===== config.mk =====
export PLATFORM = sky130hd
export DESIGN_NAME = vicii_video_sequencer
export DESIGN_NICKNAME = d
export VERILOG_FILES = /design/src/rtl/vicii_video_pkg.sv /design/src/rtl/vicii_raster_counter.sv /design/src/rtl/vicii_video_sequencer.sv
export SDC_FILE = /design/constraint.sdc
export NUM_CORES = 1
export LEC_CHECK = 0
export ABC_AREA = 1
export BUFFER_PORTS_ARGS = -buffer_cell sky130_fd_sc_hd__buf_4
export CAP_MARGIN = 10
export CORE_MARGIN = 5
export CORE_UTILIZATION = 35
export CTS_BUF_LIST = sky130_fd_sc_hd__clkbuf_4 sky130_fd_sc_hd__clkbuf_8
export DETAILED_ROUTE_END_ITERATION = 16
export HOLD_SLACK_MARGIN = 0.15
export PLACE_DENSITY_LB_ADDON = 0.2
export SLEW_MARGIN = 0
export SYNTH_ARGS = -nofsm -noshare
export SYNTH_HDL_FRONTEND = slang
export SYNTH_HIERARCHICAL = 1
export SYNTH_SLANG_ARGS = --single-unit

===== constraint.sdc =====
create_clock -name clk -period 4.1 [get_ports clk]
set_input_delay 0 -clock clk [delete_from_list [all_inputs] [get_ports clk]]
set_output_delay 0 -clock clk [all_outputs]
set_load 0.05 [all_outputs]

===== src/rtl/vicii_video_pkg.sv =====
// Shared types and default raster timing for the VIC-II composite video path.
// Optional PAL line alternation is selected with the VICII_PAL_ALT_EN macro.
package vicii_video_pkg;

    localparam int LUMA_W   = 5;
    localparam int CHROMA_W = 5;
    localparam int CNT_W    = 9;

    typedef logic [CNT_W-1:0]    cnt_t;
    typedef logic [LUMA_W-1:0]   luma_t;
    typedef logic [CHROMA_W-1:0] chroma_t;

    typedef enum logic [2:0] {
        SEG_SYNC,
        SEG_VSYNC_BROAD,
        SEG_BURST,
        SEG_ACTIVE,
        SEG_PORCH
    } segment_t;

    localparam cnt_t    DEF_LINE_CYCLES  = 9'd504;
    localparam cnt_t    DEF_FRAME_LINES  = 9'd312;
    localparam cnt_t    DEF_SYNC_LEN     = 9'd38;
    localparam cnt_t    DEF_BURST_START  = 9'd44;
    localparam cnt_t    DEF_BURST_LEN    = 9'd18;
    localparam cnt_t    DEF_ACTIVE_START = 9'd92;
    localparam cnt_t    DEF_ACTIVE_LEN   = 9'd403;
    localparam cnt_t    DEF_VSYNC_LINES  = 9'd3;
    localparam cnt_t    DEF_VBLANK_LINES = 9'd16;
    localparam chroma_t DEF_BURST_PHASE  = 5'd12;

    // Phase reflection on the 32-step colour wheel: (32 - c) mod 32.
    function automatic chroma_t chroma_flip(input chroma_t c);
        return 5'd0 - c;
    endfunction

endpackage


===== src/rtl/vicii_raster_counter.sv =====
// Horizontal/vertical raster counters with an odd-line flag and a frame-wrap flag.
module vicii_raster_counter
    import vicii_video_pkg::*;
#(
    parameter cnt_t LINE_CYCLES = DEF_LINE_CYCLES,
    parameter cnt_t FRAME_LINES = DEF_FRAME_LINES
) (
    input  logic clk,
    input  logic rst,
    output cnt_t hcnt,
    output cnt_t vcnt,
    output logic odd,
    output logic frame_wrap
);

    logic line_wrap;

    assign line_wrap  = (hcnt == LINE_CYCLES - 9'd1);
    assign frame_wrap = line_wrap && (vcnt == FRAME_LINES - 9'd1);

    always_ff @(posedge clk) begin
        if (rst) begin
            hcnt <= '0;
            vcnt <= '0;
            odd  <= 1'b0;
        end else if (line_wrap) begin
            hcnt <= '0;
            odd  <= ~odd;
            vcnt <= frame_wrap ? '0 : vcnt + 9'd1;
        end else begin
            hcnt <= hcnt + 9'd1;
        end
    end

endmodule


===== src/rtl/vicii_video_sequencer.sv =====
// Raster sequencer: decodes sync/burst/active/porch segments and registers the DAC stream.
// Define VICII_PAL_ALT_EN to reflect burst and active chroma phase on odd lines.
module vicii_video_sequencer
    import vicii_video_pkg::*;
#(
    parameter cnt_t    LINE_CYCLES  = DEF_LINE_CYCLES,
    parameter cnt_t    FRAME_LINES  = DEF_FRAME_LINES,
    parameter cnt_t    SYNC_LEN     = DEF_SYNC_LEN,
    parameter cnt_t    BURST_START  = DEF_BURST_START,
    parameter cnt_t    BURST_LEN    = DEF_BURST_LEN,
    parameter cnt_t    ACTIVE_START = DEF_ACTIVE_START,
    parameter cnt_t    ACTIVE_LEN   = DEF_ACTIVE_LEN,
    parameter cnt_t    VSYNC_LINES  = DEF_VSYNC_LINES,
    parameter cnt_t    VBLANK_LINES = DEF_VBLANK_LINES,
    parameter chroma_t BURST_PHASE  = DEF_BURST_PHASE
) (
    input  logic          clk,
    input  logic          rst,
    input  logic [4:0]    pix_luma,
    input  logic [4:0]    pix_chroma,
    input  logic          pix_chroma_en,
    output logic          pix_req,
    output logic [4:0]    luma,
    output logic [4:0]    chroma,
    output logic          chroma_en,
    output logic          sync_n,
    output logic          burst,
    output logic          blank,
    output logic [8:0]    hpos,
    output logic [8:0]    vpos,
    output logic          frame_start
);

`ifdef VICII_PAL_ALT_EN
    localparam bit PAL_ALT = 1'b1;
`else
    localparam bit PAL_ALT = 1'b0;
`endif

    cnt_t     hcnt;
    cnt_t     vcnt;
    logic     odd;
    logic     frame_wrap;
    logic     at_origin;
    logic     alt_line;
    segment_t seg;
    chroma_t  burst_phase;

    luma_t    n_luma;
    chroma_t  n_chroma;
    logic     n_chroma_en;
    logic     n_sync_n;
    logic     n_burst;
    logic     n_blank;

    vicii_raster_counter #(
        .LINE_CYCLES (LINE_CYCLES),
        .FRAME_LINES (FRAME_LINES)
    ) u_counter (
        .clk        (clk),
        .rst        (rst),
        .hcnt       (hcnt),
        .vcnt       (vcnt),
        .odd        (odd),
        .frame_wrap (frame_wrap)
    );

    always_comb begin
        seg = SEG_PORCH;
        if (vcnt < VSYNC_LINES) begin
            if (hcnt < LINE_CYCLES - SYNC_LEN)
                seg = SEG_VSYNC_BROAD;
        end else if (hcnt < SYNC_LEN) begin
            seg = SEG_SYNC;
        end else if (vcnt >= VBLANK_LINES) begin
            if (hcnt >= BURST_START && hcnt < BURST_START + BURST_LEN)
                seg = SEG_BURST;
            else if (hcnt >= ACTIVE_START && hcnt < ACTIVE_START + ACTIVE_LEN)
                seg = SEG_ACTIVE;
        end
    end

    // Handshake: pix_req is a same-cycle request with no backpressure; upstream must
    // present pix_luma/pix_chroma/pix_chroma_en in every cycle pix_req is high.
    assign pix_req = (seg == SEG_ACTIVE) && !rst;

    assign alt_line    = PAL_ALT && odd;
    assign burst_phase = alt_line ? chroma_flip(BURST_PHASE) : BURST_PHASE;

    always_comb begin
        n_luma      = '0;
        n_chroma    = '0;
        n_chroma_en = 1'b0;
        n_sync_n    = 1'b1;
        n_burst     = 1'b0;
        n_blank     = 1'b1;
        case (seg)
            SEG_SYNC, SEG_VSYNC_BROAD: n_sync_n = 1'b0;
            SEG_BURST: begin
                n_chroma_en = 1'b1;
                n_chroma    = burst_phase;
                n_burst     = 1'b1;
            end
            SEG_ACTIVE: begin
                n_luma      = pix_luma;
                n_chroma_en = pix_chroma_en;
                n_chroma    = pix_chroma_en ?
                              (alt_line ? chroma_flip(pix_chroma) : pix_chroma) : '0;
                n_blank     = 1'b0;
            end
            default: ;
        endcase
    end

    // at_origin marks the cycle in which the counters sit at (0,0): after reset or a frame wrap.
    always_ff @(posedge clk) begin
        if (rst) begin
            at_origin   <= 1'b1;
            luma        <= '0;
            chroma      <= '0;
            chroma_en   <= 1'b0;
            sync_n      <= 1'b1;
            burst       <= 1'b0;
            blank       <= 1'b1;
            hpos        <= '0;
            vpos        <= '0;
            frame_start <= 1'b0;
        end else begin
            at_origin   <= frame_wrap;
            luma        <= n_luma;
            chroma      <= n_chroma;
            chroma_en   <= n_chroma_en;
            sync_n      <= n_sync_n;
            burst       <= n_burst;
            blank       <= n_blank;
            hpos        <= hcnt;
            vpos        <= vcnt;
            frame_start <= at_origin;
        end
    end

endmodule


==> results of run 1 <==
-- stage by stage --
stage | hold slack (ps) | cells
floorplan | 69.1 | 281
global placement | 227 | 399
detailed placement | 229 | 399
CTS | 408 | 422
global route | 446 | 422
finish | 408 | 422
-- layout make-up --
class | count | share of cell area
sequential | 52 | 0.372
multi-input combinational | 177 | 0.311
timing repair buffer | 61 | 0.177
inverter | 49 | 0.0666
tap | 75 | 0.0335
clock buffer | 5 | 0.0246
clock inverter | 3 | 0.0152
-- worst max-delay path, delay by kind of cell (launching register included) --
| family | cells | cell delay [ps] |
|---|---|---|
| buffers and inverters | 2 | 310 |
| AND/OR/NAND/NOR | 5 | 500 |
| flip-flops | 1 | 490 |
-- worst max path at each step --
stage | start | endpoint | slack [ps] | cells past startpoint
after floorplan | u_counter/hcnt[2] | blank | 2700 | 7
after global placement | u_counter/hcnt[1] | u_counter/vcnt[5] | 2710 | 8
after detailed placement | u_counter/hcnt[0] | u_counter/vcnt[5] | 2650 | 8
after CTS | u_counter/hcnt[2] | pix_req | 2460 | 7
after global routing | u_counter/hcnt[2] | pix_req | 2350 | 7
final | u_counter/hcnt[2] | pix_req | 2480 | 7
-- routing by layer --
layer,global-route usage,share of wire
met5,0,0
met4,0.0586,0.018
met3,0.0245,0.077
met2,0.203,0.45
met1,0.163,0.45
-- report_power, final --
part           switching [mW]  internal, mW
sequential            0.00458         0.510
clock                   0.161         0.181
combinational          0.0298        0.0257
-- what timing repair did --
action                                 4_1_cts  5_1_grt
hold buffers                                15        0
setup endpoints to repair                    0        0
endpoints found under the hold margin       35        0
-- registers in the layout, summed over array words and instances, names as in the netlist, 5 cells and up --
register and count:
luma 5, vpos 9, hpos 9, u_counter/vcnt 9, chroma 5, u_counter/hcnt 9
-- cell usage in the layout, fill, tap and decap left out, types with 4 or more instances in the layout --
cell type and n:
buf_4 46, nand3_1 18, clkbuf_8 5, nand2_1 53, dfxtp_1 52, inv_1 46, a21oi_1 10, nor3_1 4
o21ai_0 4, nand4_1 7, nor2_1 46, dlygate4sd3_1 15, nor2_2 10, nand2_2 6
==> results.json, run 1 <==
{
  "clk_pin_slew_worst_paths_ps": 90,
  "num-fill-cells": 611,
  "core_mm2": 0.00589,
  "cellPowerDensity_mw_per_mm2": 326,
  "drive_gt1_frac": 0.239,
  "die_area_mm2": 0.00768,
  "maxSlewViolCount": 0,
  "avgRoutedWirePerCell_um": 10.9,
  "grt.overflow.total": 0,
  "clock_sinks": 52,
  "ir_drop_mv": 0.139,
  "cp_slowest_stage_delay_ps": 490,
  "start_util": 0.359,
  "diodes": 0,
  "r2r_cells": 8,
  "firstDrtPassIters": 4,
  "root_buffer": "clkbuf_8",
  "cp_max_fo": 8,
  "worst_pin_slew_ps": 382,
  "worstSetupPathType": "flip-flop to output pin",
  "hold_violations": 0,
  "r2r-start": "u_counter/hcnt[0]",
  "crit_path_end_kind": "output pin",
  "vias": 1872,
  "drt_iter0_drc": 58,
  "vias_per_cell": 4.44,
  "crit_required_ps": 4100,
  "routed_wl_um": 4610,
  "skew_ps": 2.65,
  "post-place-ws_ps": 2650,
  "hp-class": "flip-flop to flip-flop",
  "cts_tree": "done",
  "r2r_end": "u_counter/vcnt[5]",
  "grt_usage": 0.126,
  "seq_area_mm2": 0.00104,
  "syn_area_mm2": 0.00211,
  "crit_chain": "inv_2, nor2_1, nand3_1, nand2_2, nand3_4, nor2_4, buf_4",
  "io_pins": 47,
  "power_mw": 0.912,
  "antenna_found_initial": 0,
  "hold_path_depth": 2,
  "design_area_mm2": 0.00280,
  "min-delay-start": "at_origin",
  "clk_latency_ps": 300,
  "grt_pass1_wl_um": 7650,
  "yosysWarnings": 6,
  "multiInputGateArea_um2": 872,
  "num_rows": 28,
  "period_needed_ps": 1620,
  "htree_levels": 2,
  "grt_pass1_vias": 1706,
  "area_growth_pct": 32.7,
  "startpoint_type": "flip-flop",
  "tns_ps": 0,
  "max_freq_mhz": 619,
  "cts_buffers": 5,
  "clockBufferDepth": 2,
  "drv_cap": 0,
  "io_buffer_count": 46,
  "cts_resized": 0,
  "syn-instance-count": 281,
  "nets": 361,
  "dp_hpwl_um": 3390,
  "status": "finished, final reports clean",
  "period_share": 0.394,
  "fin_util": 0.476,
  "postRouteAntennaNets": 0,
  "leakage_nw": 1.25,
  "min_to": "frame_start",
  "rsz0062_at_grt": "no",
  "ff2ff_setup_slack_ps": 2650,
  "finalWorstSetupSlack_ps": 2480,
  "post_dp_cell_area_mm2": 0.00254,
  "slowest_stage": "dfxtp_1",
  "grt_max_degree": 32,
  "die_h_um": 87.7,
  "avgSynthCellArea_um2": 7.51,
  "setup_viol": 0,
  "die_x_um": 87.7,
  "worstPathArrival_ps": 1620,
  "cts_setup_buffers": 0,
  "syn_nets": 296,
  "gp_congestion": 0.752,
  "relSlewSlack": 0.744,
  "remaining_drc_errors": 0
}
Power figures use the tool's default switching activity.
==> inputs of run 2 (changes only) <==
==> constraint.sdc (replaced) <==
create_clock -name clk -period 1.55 [get_ports clk]
set_input_delay 0 -clock clk [delete_from_list [all_inputs] [get_ports clk]]
set_output_delay 0 -clock clk [all_outputs]
set_load 0.05 [all_outputs]
==> run 2 against run 1 <==
Against the previous run:
- register-to-register slack got worse by 2500 ps
- die area unchanged
- design area increased by 1.6%
- critical path type unchanged
- critical endpoint unchanged
==> results.json, run 2 (synthesis gave the netlist of run 1 again) <==
{
  "crit_path_end_kind": "output pin",
  "clk_latency_ps": 300,
  "die_area_mm2": 0.00768,
  "io_pins": 47,
  "worst_pin_slew_ps": 337,
  "status": "finished, final reports clean",
  "vias": 1858,
  "layout_commonest_cell": "nand2_1",
  "nets": 364,
  "grt_pass1_vias": 1754,
  "r2r_cells": 6,
  "io_buffer_count": 46,
  "num_rows": 28,
  "remaining_drc_errors": 0,
  "grt.overflow.total": 0,
  "cp_max_fo": 5,
  "gp_congestion": 0.848,
  "die_x_um": 87.7,
  "hp-class": "flip-flop to flip-flop",
  "drv_cap": 0,
  "period_share": 0.945,
  "cts_tree": "done",
  "clock_sinks": 52,
  "dp_hpwl_um": 3520,
  "grt_usage": 0.131,
  "setup_viol": 0,
  "grt_max_degree": 32,
  "antenna_found_initial": 0,
  "period_needed_ps": 1470,
  "hold_path_depth": 2,
  "clk_pin_slew_worst_paths_ps": 100,
  "core_mm2": 0.00589,
  "relSlewSlack": 0.775,
  "cellPowerDensity_mw_per_mm2": 866,
  "htree_levels": 2,
  "tns_ps": 0,
  "max_freq_mhz": 682,
  "root_buffer": "clkbuf_8",
  "drive_gt1_frac": 0.269,
  "leakage_nw": 1.27,
  "firstDrtPassIters": 4,
  "die_h_um": 87.7,
  "drt_iter0_drc": 95,
  "startpoint_type": "flip-flop",
  "avgRoutedWirePerCell_um": 11.4,
  "vias_per_cell": 4.37,
  "grt_pass1_wl_um": 8020,
  "diodes": 0,
  "design_area_mm2": 0.00285,
  "maxSlewViolCount": 0,
  "clockBufferDepth": 2,
  "ir_drop_mv": 0.380,
  "cts_buffers": 5,
  "routed_wl_um": 4830,
  "crit_required_ps": 1550,
  "postRouteAntennaNets": 0,
  "skew_ps": 8.16,
  "post_dp_cell_area_mm2": 0.00256,
  "layout_common_cells": "nand2_1, buf_4, inv_1, nor2_1, dfxtp_1",
  "start_util": 0.359,
  "hold_violations": 0,
  "worstPathArrival_ps": 1470,
  "worstSetupPathType": "flip-flop to output pin",
  "area_growth_pct": 34.8
}
## run 2: report_power, final
part / internal, mW / switching, mW
registers: 1.35 / 0.0104
clock network: 0.487 / 0.461
logic: 0.0737 / 0.0844
total: 1.91 / 0.556
## run 2: stage by stage
| step | hold slack (ps) | utilization | power (mW) | std cells | setup WS (ps) |
|---|---|---|---|---|---|
| floorplan | 69.1 | - | 1.46 | 281 | 147 |
| global placement | 228 | 0.435 | 1.52 | 402 | 155 |
| detailed placement | 229 | 0.435 | 1.52 | 402 | 137 |
| CTS | 408 | 0.481 | 2.49 | 425 | 14.5 |
| global route | 450 | 0.483 | 2.57 | 425 | -12.8 |
| finish | 407 | 0.483 | 2.46 | 425 | 84.6 |
## run 2: final timing paths
path	start	endpoint	slack, ps
worst max-delay path	u_counter/hcnt[0]	pix_req	80
worst min-delay path	at_origin	frame_start	410
worst max register to register	u_counter/vcnt[1]	u_counter/vcnt[1]	180
worst min register to register	at_origin	frame_start	410
## run 2: timing repair
action                                  4_1_cts  5_1_grt
resized for setup                             3        9
endpoints found under the setup margin        1        3
setup buffers                                 0        0
hold endpoints to repair                     35        0
hold buffers                                 15        0
pin swaps                                     0        1
## run 2: layout make-up
type | instances | area, um2
flip-flops and latches | 52 | 1060
clock buffers | 5 | 68.8
inverters | 49 | 186
clock inverters | 3 | 46.3
multi-input cells | 177 | 872
well taps | 75 | 93.8
fillers | 588 | 3040
repair buffers | 64 | 522
## run 2: routing by layer
metal,share of wire,track usage,routed length [um],up-vias
li1,-,-,-,993
met1,0.47,0.168,2250,808
met2,0.47,0.222,2250,53
met3,0.058,0.0245,278,4
met4,0.011,0.0404,51,0
met5,0,0,0,-
## run 2: critical path, cell delays in order (launching register included)
cell	delay (ps)
dfxtp_1	320
buf_4	150
nand2_1	60
o21ai_1	60
nand2_1	130
nand3_4	110
nor2_4	140
buf_6	180
